$ cat src/rtl/rv32i_wb_arbiter.sv
// Write-back arbiter for the integer register file: the pipeline result stream always
// wins the single write port, and LSU results queue in a small FIFO behind it.
module rv32i_wb_arbiter #(
  parameter int unsigned DEPTH      = 2,
  parameter int unsigned STARVE_MAX = 4
) (
  input  logic        clk,
  input  logic        rst_n,
  input  logic        pipe_valid,
  input  logic [4:0]  pipe_rd,
  input  logic [31:0] pipe_data,
  input  logic        lsu_valid,
  output logic        lsu_ready,
  input  logic [4:0]  lsu_rd,
  input  logic [31:0] lsu_data,
  output logic        rf_we,
  output logic [4:0]  rf_waddr,
  output logic [31:0] rf_wdata,
  output logic [31:0] rd_pending,
  output logic        stall_req
);

  localparam int unsigned AW   = $clog2(DEPTH);
  localparam int unsigned CW   = AW + 1;
  localparam logic [3:0]  SMAX = 4'(STARVE_MAX);

  logic [DEPTH-1:0] live_q, live_d;
  logic [4:0]       ent_rd_q   [DEPTH];
  logic [31:0]      ent_data_q [DEPTH];
  logic [AW-1:0]    head_q, tail_q;
  logic [CW-1:0]    count_q, count_d;
  logic [3:0]       starve_q, starve_d;

  logic             rf_we_q, rf_we_d;
  logic [4:0]       rf_waddr_q, rf_waddr_d;
  logic [31:0]      rf_wdata_q, rf_wdata_d;
  logic             stall_q, stall_d;

  logic claim, empty, full, push, pop, head_live, push_live;
  logic [31:0] pending;

  assign claim     = pipe_valid && (pipe_rd != '0);
  assign empty     = (count_q == '0);
  assign full      = (count_q == CW'(DEPTH));
  assign lsu_ready = !full;
  assign push      = lsu_valid && !full && (lsu_rd != '0);
  assign head_live = !empty && live_q[head_q];
  // A squashed head needs no port, so it drains even while the pipeline is writing.
  assign pop       = !empty && (!live_q[head_q] || !claim);
  // LSU results are older than a concurrent pipeline write to the same register.
  assign push_live = !(claim && (lsu_rd == pipe_rd));

  always_comb begin
    live_d = live_q;
    for (int unsigned i = 0; i < DEPTH; i++) begin
      if (claim && live_q[i] && (ent_rd_q[i] == pipe_rd)) begin
        live_d[i] = 1'b0;
      end
    end
    if (pop) begin
      live_d[head_q] = 1'b0;
    end
    if (push) begin
      live_d[tail_q] = push_live;
    end
  end

  always_comb begin
    count_d = count_q;
    case ({push, pop})
      2'b10:   count_d = count_q + CW'(1);
      2'b01:   count_d = count_q - CW'(1);
      default: count_d = count_q;
    endcase
  end

  always_comb begin
    starve_d = starve_q;
    if (empty || pop) begin
      starve_d = '0;
    end else if (head_live && claim && (starve_q != SMAX)) begin
      starve_d = starve_q + 4'd1;
    end
  end

  assign stall_d = (starve_d == SMAX);

  always_comb begin
    rf_we_d    = 1'b0;
    rf_waddr_d = rf_waddr_q;
    rf_wdata_d = rf_wdata_q;
    if (claim) begin
      rf_we_d    = 1'b1;
      rf_waddr_d = pipe_rd;
      rf_wdata_d = pipe_data;
    end else if (pop && live_q[head_q]) begin
      rf_we_d    = 1'b1;
      rf_waddr_d = ent_rd_q[head_q];
      rf_wdata_d = ent_data_q[head_q];
    end
  end

  always_comb begin
    pending = '0;
    for (int unsigned i = 0; i < DEPTH; i++) begin
      if (live_q[i]) begin
        pending[ent_rd_q[i]] = 1'b1;
      end
    end
    pending[0] = 1'b0;
  end

  always_ff @(posedge clk or negedge rst_n) begin
    if (!rst_n) begin
      live_q     <= '0;
      head_q     <= '0;
      tail_q     <= '0;
      count_q    <= '0;
      starve_q   <= '0;
      rf_we_q    <= 1'b0;
      rf_waddr_q <= '0;
      rf_wdata_q <= '0;
      stall_q    <= 1'b0;
      for (int unsigned i = 0; i < DEPTH; i++) begin
        ent_rd_q[i]   <= '0;
        ent_data_q[i] <= '0;
      end
    end else begin
      live_q     <= live_d;
      count_q    <= count_d;
      starve_q   <= starve_d;
      rf_we_q    <= rf_we_d;
      rf_waddr_q <= rf_waddr_d;
      rf_wdata_q <= rf_wdata_d;
      stall_q    <= stall_d;
      if (pop) begin
        head_q <= head_q + AW'(1);
      end
      if (push) begin
        ent_rd_q[tail_q]   <= lsu_rd;
        ent_data_q[tail_q] <= lsu_data;
        tail_q             <= tail_q + AW'(1);
      end
    end
  end

  assign rf_we      = rf_we_q;
  assign rf_waddr   = rf_waddr_q;
  assign rf_wdata   = rf_wdata_q;
  assign stall_req  = stall_q;
  assign rd_pending = pending;

endmodule

$ cat config.mk
export PLATFORM = sky130hd
export DESIGN_NAME = rv32i_wb_arbiter
export DESIGN_NICKNAME = d
export VERILOG_FILES = /design/src/rtl/rv32i_wb_arbiter.sv
export SDC_FILE = /design/constraint.sdc
export NUM_CORES = 1
export LEC_CHECK = 0
export ABC_AREA = 1
export BUFFER_PORTS_ARGS = -buffer_cell sky130_fd_sc_hd__buf_2
export CORE_MARGIN = 8
export CORE_UTILIZATION = 30
export DETAILED_ROUTE_END_ITERATION = 8
export PLACE_DENSITY_LB_ADDON = 0.1
export SYNTH_ARGS = -nofsm -noshare
export SYNTH_HDL_FRONTEND = slang
export SYNTH_SLANG_ARGS = --single-unit
$ cat constraint.sdc
create_clock -name clk -period 1.8 [get_ports clk]
set_clock_uncertainty 0.05 [all_clocks]
set_input_delay 0.18 -clock clk [delete_from_list [all_inputs] [get_ports clk]]
set_output_delay 0.18 -clock clk [all_outputs]
set_load 0.01 [all_outputs]
==> key figures, run 1 <==
Synth
  – Syn_area_per_cell: 7.73 µm²
  – Post-synth top flop: dfrtp_1
  – Mapped Nets: 891
  – Synth Cell Area: 6260 µm²
  – #FFs+latches synth: 123
  – Sequential area share after synthesis: 0.492
  – Post-synth EDFFs: 0
  – Synth Warn #: 0
  – Post-Syn Instances: 810
  – Distinct cells, synth: 27
  – Async SR Flop Fraction: 1.00

Worst setup path
  – Startpoint types: flip-flop
  – CP required: 1.57 ns
  – Crit Path Max Fanout: 5
  – CP Capture Type: output port
  – CP Data Arrival Time: 1.61 ns
  – Crit Path Category: reg -> out

Clock network
  – TritonCTS Buffers: 17
  – Clk slew on worst S/H paths: 0.06 ns
  – CTS max path bufs: 2
  – Clk_lat worst skew: 0.41 ns
  – CTS tree: done
  – Clk sink count: 123
  – H-tree depth: 4
  – CTS root buffer: clkbuf_16

Final layout
  – Leading cell type in the layout, fill and taps excluded: nand2_1
  – Layout Area Growth over Synthesis: 45.9%
  – Final instance area: 9130 µm²
  – # diodes: 0
  – Filler cells: 2116
  – Fin cells: 1335
  – Commonest non-fill, non-tap cells in the layout: 269 x nand2_1, 147 x buf_2, 128 x nand3_1
  – Layout Nets: 1128
  – Share of cells above drive strength 1: 0.270

STA
  – Setup violation total in the final timing report: 17
  – Final period utilization: 1.02
  – Tmin final: 1.84 ns
  – Final hold viol count: 0
  – RSZ-0062 raised after global routing: true
  – Fmax: 0.543 GHz
  – Max Slew Vio Count: 0
  – Final WS setup: -0.0409 ns

GRT
  – Initial antenna violation count: 0
  – Gr usage total: 0.162
  – Largest net degree at the start of global routing: 76
  – Vias in the first global route: 6573
  – GRT overflow: 0
  – First-pass GRT wire length: 34.1 mm

Routing
  – Routed via count: 6207
  – Mean number of vias per cell: 4.65
  – DR WL/cell: 15.2 µm
  – Iteration-0 DRC Markers: 303
  – # DRC: 0
  – Drt first pass iters: 5
  – Post-Route WL: 20.2 mm
  – ANT nets after route: 0

Floorplanning
  – Die area: 25700 µm²
  – I/O pin count: 150
  – Starting Density: 0.301
  – Core box area: 20800 µm²
  – Chip width: 160 µm
  – Std-Cell Rows: 53
  – Die Height: 160 µm

Outcome
  – Failing checks: negative setup slack
  – Outcome: finished, violations left

Place
  – Port-buffer cells: 148
  – Post-DP Area: 7390 µm²
  – Routability congestion estimate: 0.825
  – Placed cell count: 1217
  – HPWL Detailed: 13.7 mm

Pwr
  – PwrDens: 1600 nW/µm²
  – Max IR drop VDD: 0.000672 V
  – Pleak: 4.44 nW

Flow run
  – Max-Cap Viols: 0

Worst hold path
  – Hold/Removal Path Class: in -> reg
## synthesized netlist by cell type (3+ instances only)
master	number	area, µm²
inv_2	5	18.8
nor2_1	11	41.3
xnor2_1	7	61.3
ha_1	3	37.5
nand3_1	134	671
buf_6	8	90.1
nor3_1	12	60.1
clkbuf_1	11	41.3
o21ai_0	86	430
buf_4	7	52.6
nand2_1	275	1030
clkbuf_2	3	15.0
dfrtp_1	123	3080
xor2_1	9	78.8
buf_2	18	90.1
inv_1	58	218
o21ai_1	27	135
## flip-flops by register name (all words and copies together), names as in the netlist
signal and flops:
live_q 2, rf_we 1, head_q 1, rf_wdata 32
stall_req 1, ent_data_q 64, count_q 2, ent_rd_q 10
tail_q 1, starve_q 4, rf_waddr 5
## layout make-up
cell class / instances / area [µm²] / area share
clock buffers: 17 / 425 / 0.0466
multi-input cells: 577 / 2890 / 0.317
inverters: 63 / 253 / 0.0277
repair buffers: 265 / 1920 / 0.210
well taps: 275 / 344 / 0.0377
clock inverters: 15 / 213 / 0.0233
flip-flops and latches: 123 / 3090 / 0.338
## final timing paths
check | startpoint | to | slack [ns] | cells past startpoint
setup / recovery | ent_rd_q[7]$_DFFE_PN0P_ | rd_pending[23] | -0.04 | 5
setup reg to reg | live_q[0]$_DFF_PN0_ | count_q[1]$_DFFE_PN0P_ | 0.16 | 10
hold / removal | lsu_rd[3] | ent_rd_q[3]$_DFFE_PN0P_ | 0.04 | 3
max in group asynchronous | rst_n | ent_rd_q[1]$_DFFE_PN0P_ | 1.05 | 3
hold reg to reg | ent_data_q[4]$_DFFE_PN0P_ | ent_data_q[4]$_DFFE_PN0P_ | 0.43 | 2
min in group asynchronous | rst_n | ent_rd_q[3]$_DFFE_PN0P_ | 0.25 | 3
## critical path: stages, from the launching register on
cell        delay, ns
dfrtp_2          0.38
clkinvlp_4       0.20
nor3_4           0.29
nand2_1          0.08
o21ai_1          0.09
buf_2            0.16
## layer usage
metal	vias to the layer above	track usage	wire (µm)
met5	-	0	0
met4	0	0.0455	248
met3	22	0.0440	1010
met2	151	0.260	9630
met1	2928	0.210	9350
li1	3106	-	-
## stage by stage
stage | TNS, ns | util | power, mW | hold slack, ns | setup WS [ns]
4_1_cts | -0.728 | 0.432 | 14.5 | 0.0210 | -0.0530
5_1_grt | -3.35 | 0.440 | 15.8 | 0.0227 | -0.143
3_5_place_dp | 0 | 0.356 | 10.0 | 0.159 | 0.0334
2_1_floorplan | 0 | - | 8.02 | -0.166 | 0.144
3_3_place_gp | 0 | 0.356 | 10.0 | 0.165 | 0.0480
6_report | -0.219 | 0.440 | 14.6 | 0.0403 | -0.0409
## power by group
part	switching (mW)	leakage [nW]	total (mW)	internal, mW
clock network	1.37	0.301	3.72	2.35
registers	0.727	1.51	4.71	3.98
logic	3.77	2.62	6.16	2.40
## repair_timing
action,in CTS,in global routing
pin swaps,11,16
hold buffers,70,0
endpoints found under the hold margin,226,0
setup endpoints to repair,31,32
setup buffers,11,5
gates resized for setup,62,38
## cell families after synthesis
kind of cell,Yosys count,share of synthesized area
and+or+nand+nor,439,0.297
DFF,123,0.492
AOI/OAI and AO/OA,118,0.0978
buffers and inverters,110,0.0840
xor gates and xnor gates,16,0.0224
adders and majority gates,3,0.00600
other,1,0.000599
No activity file was read; power rests on OpenSTA's default activity.
==> inputs of run 2 (changes only) <==
==> constraint.sdc (replaced) <==
create_clock -name clk -period 1.8 [get_ports clk]
set_clock_uncertainty 0.05 [all_clocks]
set_input_delay 0.09 -clock clk [delete_from_list [all_inputs] [get_ports clk]]
set_output_delay 0.09 -clock clk [all_outputs]
set_load 0.01 [all_outputs]
==> run 2 against run 1 <==
  * The flow still finishes with violations (negative setup slack)
  * Largest power group unchanged
  * Non-clock buffer count fell by 4
  * Critical path type unchanged
  * Setup slack gained 0.0085 ns
  * Hold slack improved by 0.023 ns
==> key figures, run 2 (same netlist as run 1, synthesis figures left out) <==
Final layout
  – Layout Nets: 1124 (-0.35%)
  – Sequential cell area: 3090 µm² (about the same)
  – Filler cells: 2107 (-0.43%)
  – Multi-input gate area: 2810 µm² (-2.6%)
  – Layout Area Growth over Synthesis: 44.8%
  – Fin cells: 1331 (-0.30%)
  – Leading cell type in the layout, fill and taps excluded: nand2_1
  – Share of cells above drive strength 1: 0.254 (-0.0160)
  – # diodes: 0 (unchanged)
  – Commonest non-fill, non-tap cells in the layout: 272 x nand2_1, 147 x buf_2, 129 x nand3_1
  – Largest register FFs: 64 (unchanged)
  – Core Util, Final: 0.436 (-0.00326)
  – Most flops, register: ent_data_q

Worst setup path
  – CP max stage cell: dfrtp_2
  – R2R depth: 8 (-2)
  – Critical path's top delay family: flip-flops
  – CP Depth: 5 (unchanged)
  – Critical path startpoint: ent_rd_q[7]$_DFFE_PN0P_
  – CP cell instances: clkinvlp_4 -> nor3_4 -> nand2_1 -> o21ai_1 -> buf_2
  – Buf/Inv on CP: 2 (unchanged)
  – CP required: 1.66 ns (+0.09 ns)
  – Crit Path Category: reg -> out
  – CP Data Arrival Time: 1.69 ns (+0.08 ns)
  – CP max stage delay: 0.45 ns (+0.07 ns)
  – Startpoint types: flip-flop
  – CP Capture Type: output port
  – Reg-to-Reg Start: head_q$_DFFE_PN0P_
  – Crit Path Max Fanout: 6 (+1)

Clock network
  – Clk sink count: 123 (unchanged)
  – Clk slew on worst S/H paths: 0.06 ns (about the same)
  – CTS max path bufs: 2 (unchanged)
  – CTS root buffer: clkbuf_16
  – TritonCTS Buffers: 17 (unchanged)
  – Clk_lat worst skew: 0.42 ns (about the same)
  – CTS tree: done
  – H-tree depth: 4 (unchanged)

Routing
  – Iteration-0 DRC Markers: 276 (-8.9%)
  – # DRC: 0 (unchanged)
  – Routed via count: 6176 (-0.50%)
  – Drt first pass iters: 4 (-1)
  – Post-Route WL: 20.4 mm (+1.0%)
  – DR WL/cell: 15.4 µm (+1.3%)
  – Mean number of vias per cell: 4.64 (-0.20%)
  – ANT nets after route: 0 (unchanged)

Floorplanning
  – I/O pin count: 150 (unchanged)
  – Chip width: 160 µm (unchanged)
  – Starting Density: 0.301 (unchanged)
  – Die area: 25700 µm² (unchanged)
  – Die Height: 160 µm (unchanged)
  – Core box area: 20800 µm² (unchanged)
  – Std-Cell Rows: 53 (unchanged)

GRT
  – Gr usage total: 0.161 (-0.00142)
  – Initial antenna violation count: 0 (unchanged)
  – GRT overflow: 0 (unchanged)
  – Largest net degree at the start of global routing: 61 (-20%)
  – Vias in the first global route: 6388 (-2.8%)
  – First-pass GRT wire length: 33.6 mm (-1.4%)

STA
  – RSZ-0062 raised after global routing: true
  – Worst slew pin tran: 0.592 ns
  – Max Slew Vio Count: 0 (unchanged)
  – Slew HR: 0.605
  – Worst hold slack: 0.0630 ns (+0.0227 ns)
  – Final WS setup: -0.0324 ns (+0.00851 ns)
  – Fmax: 0.546 GHz (+0.46%)
  – Final period utilization: 1.02 (-0.00473)
  – Tmin final: 1.83 ns (-0.00851 ns)
  – Setup violation total in the final timing report: 17 (unchanged)
  – Final hold viol count: 0 (unchanged)

Place
  – Port-buffer cells: 148 (unchanged)
  – HPWL Detailed: 13.6 mm (-0.85%)
  – Worst slack, placed: 0.0460 ns (+0.0126 ns)
  – Routability congestion estimate: 0.786 (-4.8%)
  – Placed cell count: 1210 (-0.58%)

Pwr
  – Pleak: 4.44 nW (about the same)
  – PwrDens: 1600 nW/µm² (about the same)
  – Power, Total: 14.5 mW (-0.74%)
  – Max IR drop VDD: 0.000688 V (+2.4%)

Outcome
  – Outcome: finished, violations left
  – Failing checks: negative setup slack

Worst hold path
  – WHS Path Cells: 3 (unchanged)
  – Hold/Removal Path Class: in -> reg
  – Hold path start: pipe_rd[0]

Flow run
  – Max-Cap Viols: 0 (unchanged)
run 2: cell count changes in the layout (fill, tap and decap cells not counted), moves of 4 or more:
cell | previous run | this run
inv_6 | 5 | 1
buf_4 | 35 | 29
o21ai_1 | 54 | 33
o21ai_0 | 55 | 74
nor3_4 | 11 | 6
nor3_2 | 2 | 7
dlygate4sd3_1 | 70 | 75
run 2: metal layers:
metal,up-vias,track usage,wire length (µm)
li1,3088,-,-
met1,2913,0.213,9610
met2,153,0.258,9630
met3,22,0.0351,919
met4,0,0.0467,283
met5,-,0,0
run 2: repair_timing:
| item | in CTS | in global routing |
|---|---|---|
| hold endpoints to repair | 233 | 0 |
| setup buffers | 0 | 14 |
| endpoints found under the setup margin | 31 | 32 |
| hold buffers | 75 | 0 |
| pin swaps | 0 | 4 |
| resized for setup | 16 | 43 |
run 2: stage by stage:
stage	area (µm²)	TNS, ns
5_1_grt	9060	-2.82
4_1_cts	8830	-0.308
3_3_place_gp	7340	0
3_5_place_dp	7340	0
6_report	9060	-0.217
2_1_floorplan	6260	0
run 2: path summary, 6_finish.rpt:
check / to / slack [ns]
max: rd_pending[28] / -0.03
min: rf_waddr[0]$_DFFE_PN0P_ / 0.06
max reg2reg: count_q[1]$_DFFE_PN0P_ / 0.11
min reg2reg: ent_data_q[15]$_DFFE_PN0P_ / 0.43
max in group asynchronous: ent_data_q[17]$_DFFE_PN0P_ / 0.96
min in group asynchronous: ent_rd_q[4]$_DFFE_PN0P_ / 0.08
run 2: worst register-to-register path, stage by stage, from the launching register on:
cell	delay [ns]
dfrtp_2	0.42
o21ai_2	0.19
nand3_2	0.11
nand2_1	0.09
inv_1	0.04
ha_1	0.29
a21oi_1	0.12
o21ai_0	0.11
xor2_1	0.15
run 2: area by class of cell:
type | count | share of cell area
clock buffer | 18 | 0.0485
clock inverter | 14 | 0.0268
inverter | 63 | 0.0273
multi-input combinational | 577 | 0.311
sequential | 123 | 0.341
tap | 275 | 0.0380
timing repair buffer | 261 | 0.208
run 2: power breakdown:
| part | total, mW | switching (mW) | internal, mW |
|---|---|---|---|
| Sequential | 4.69 | 0.722 | 3.97 |
| Clock | 3.98 | 1.34 | 2.64 |
| Combinational | 5.80 | 3.60 | 2.21 |
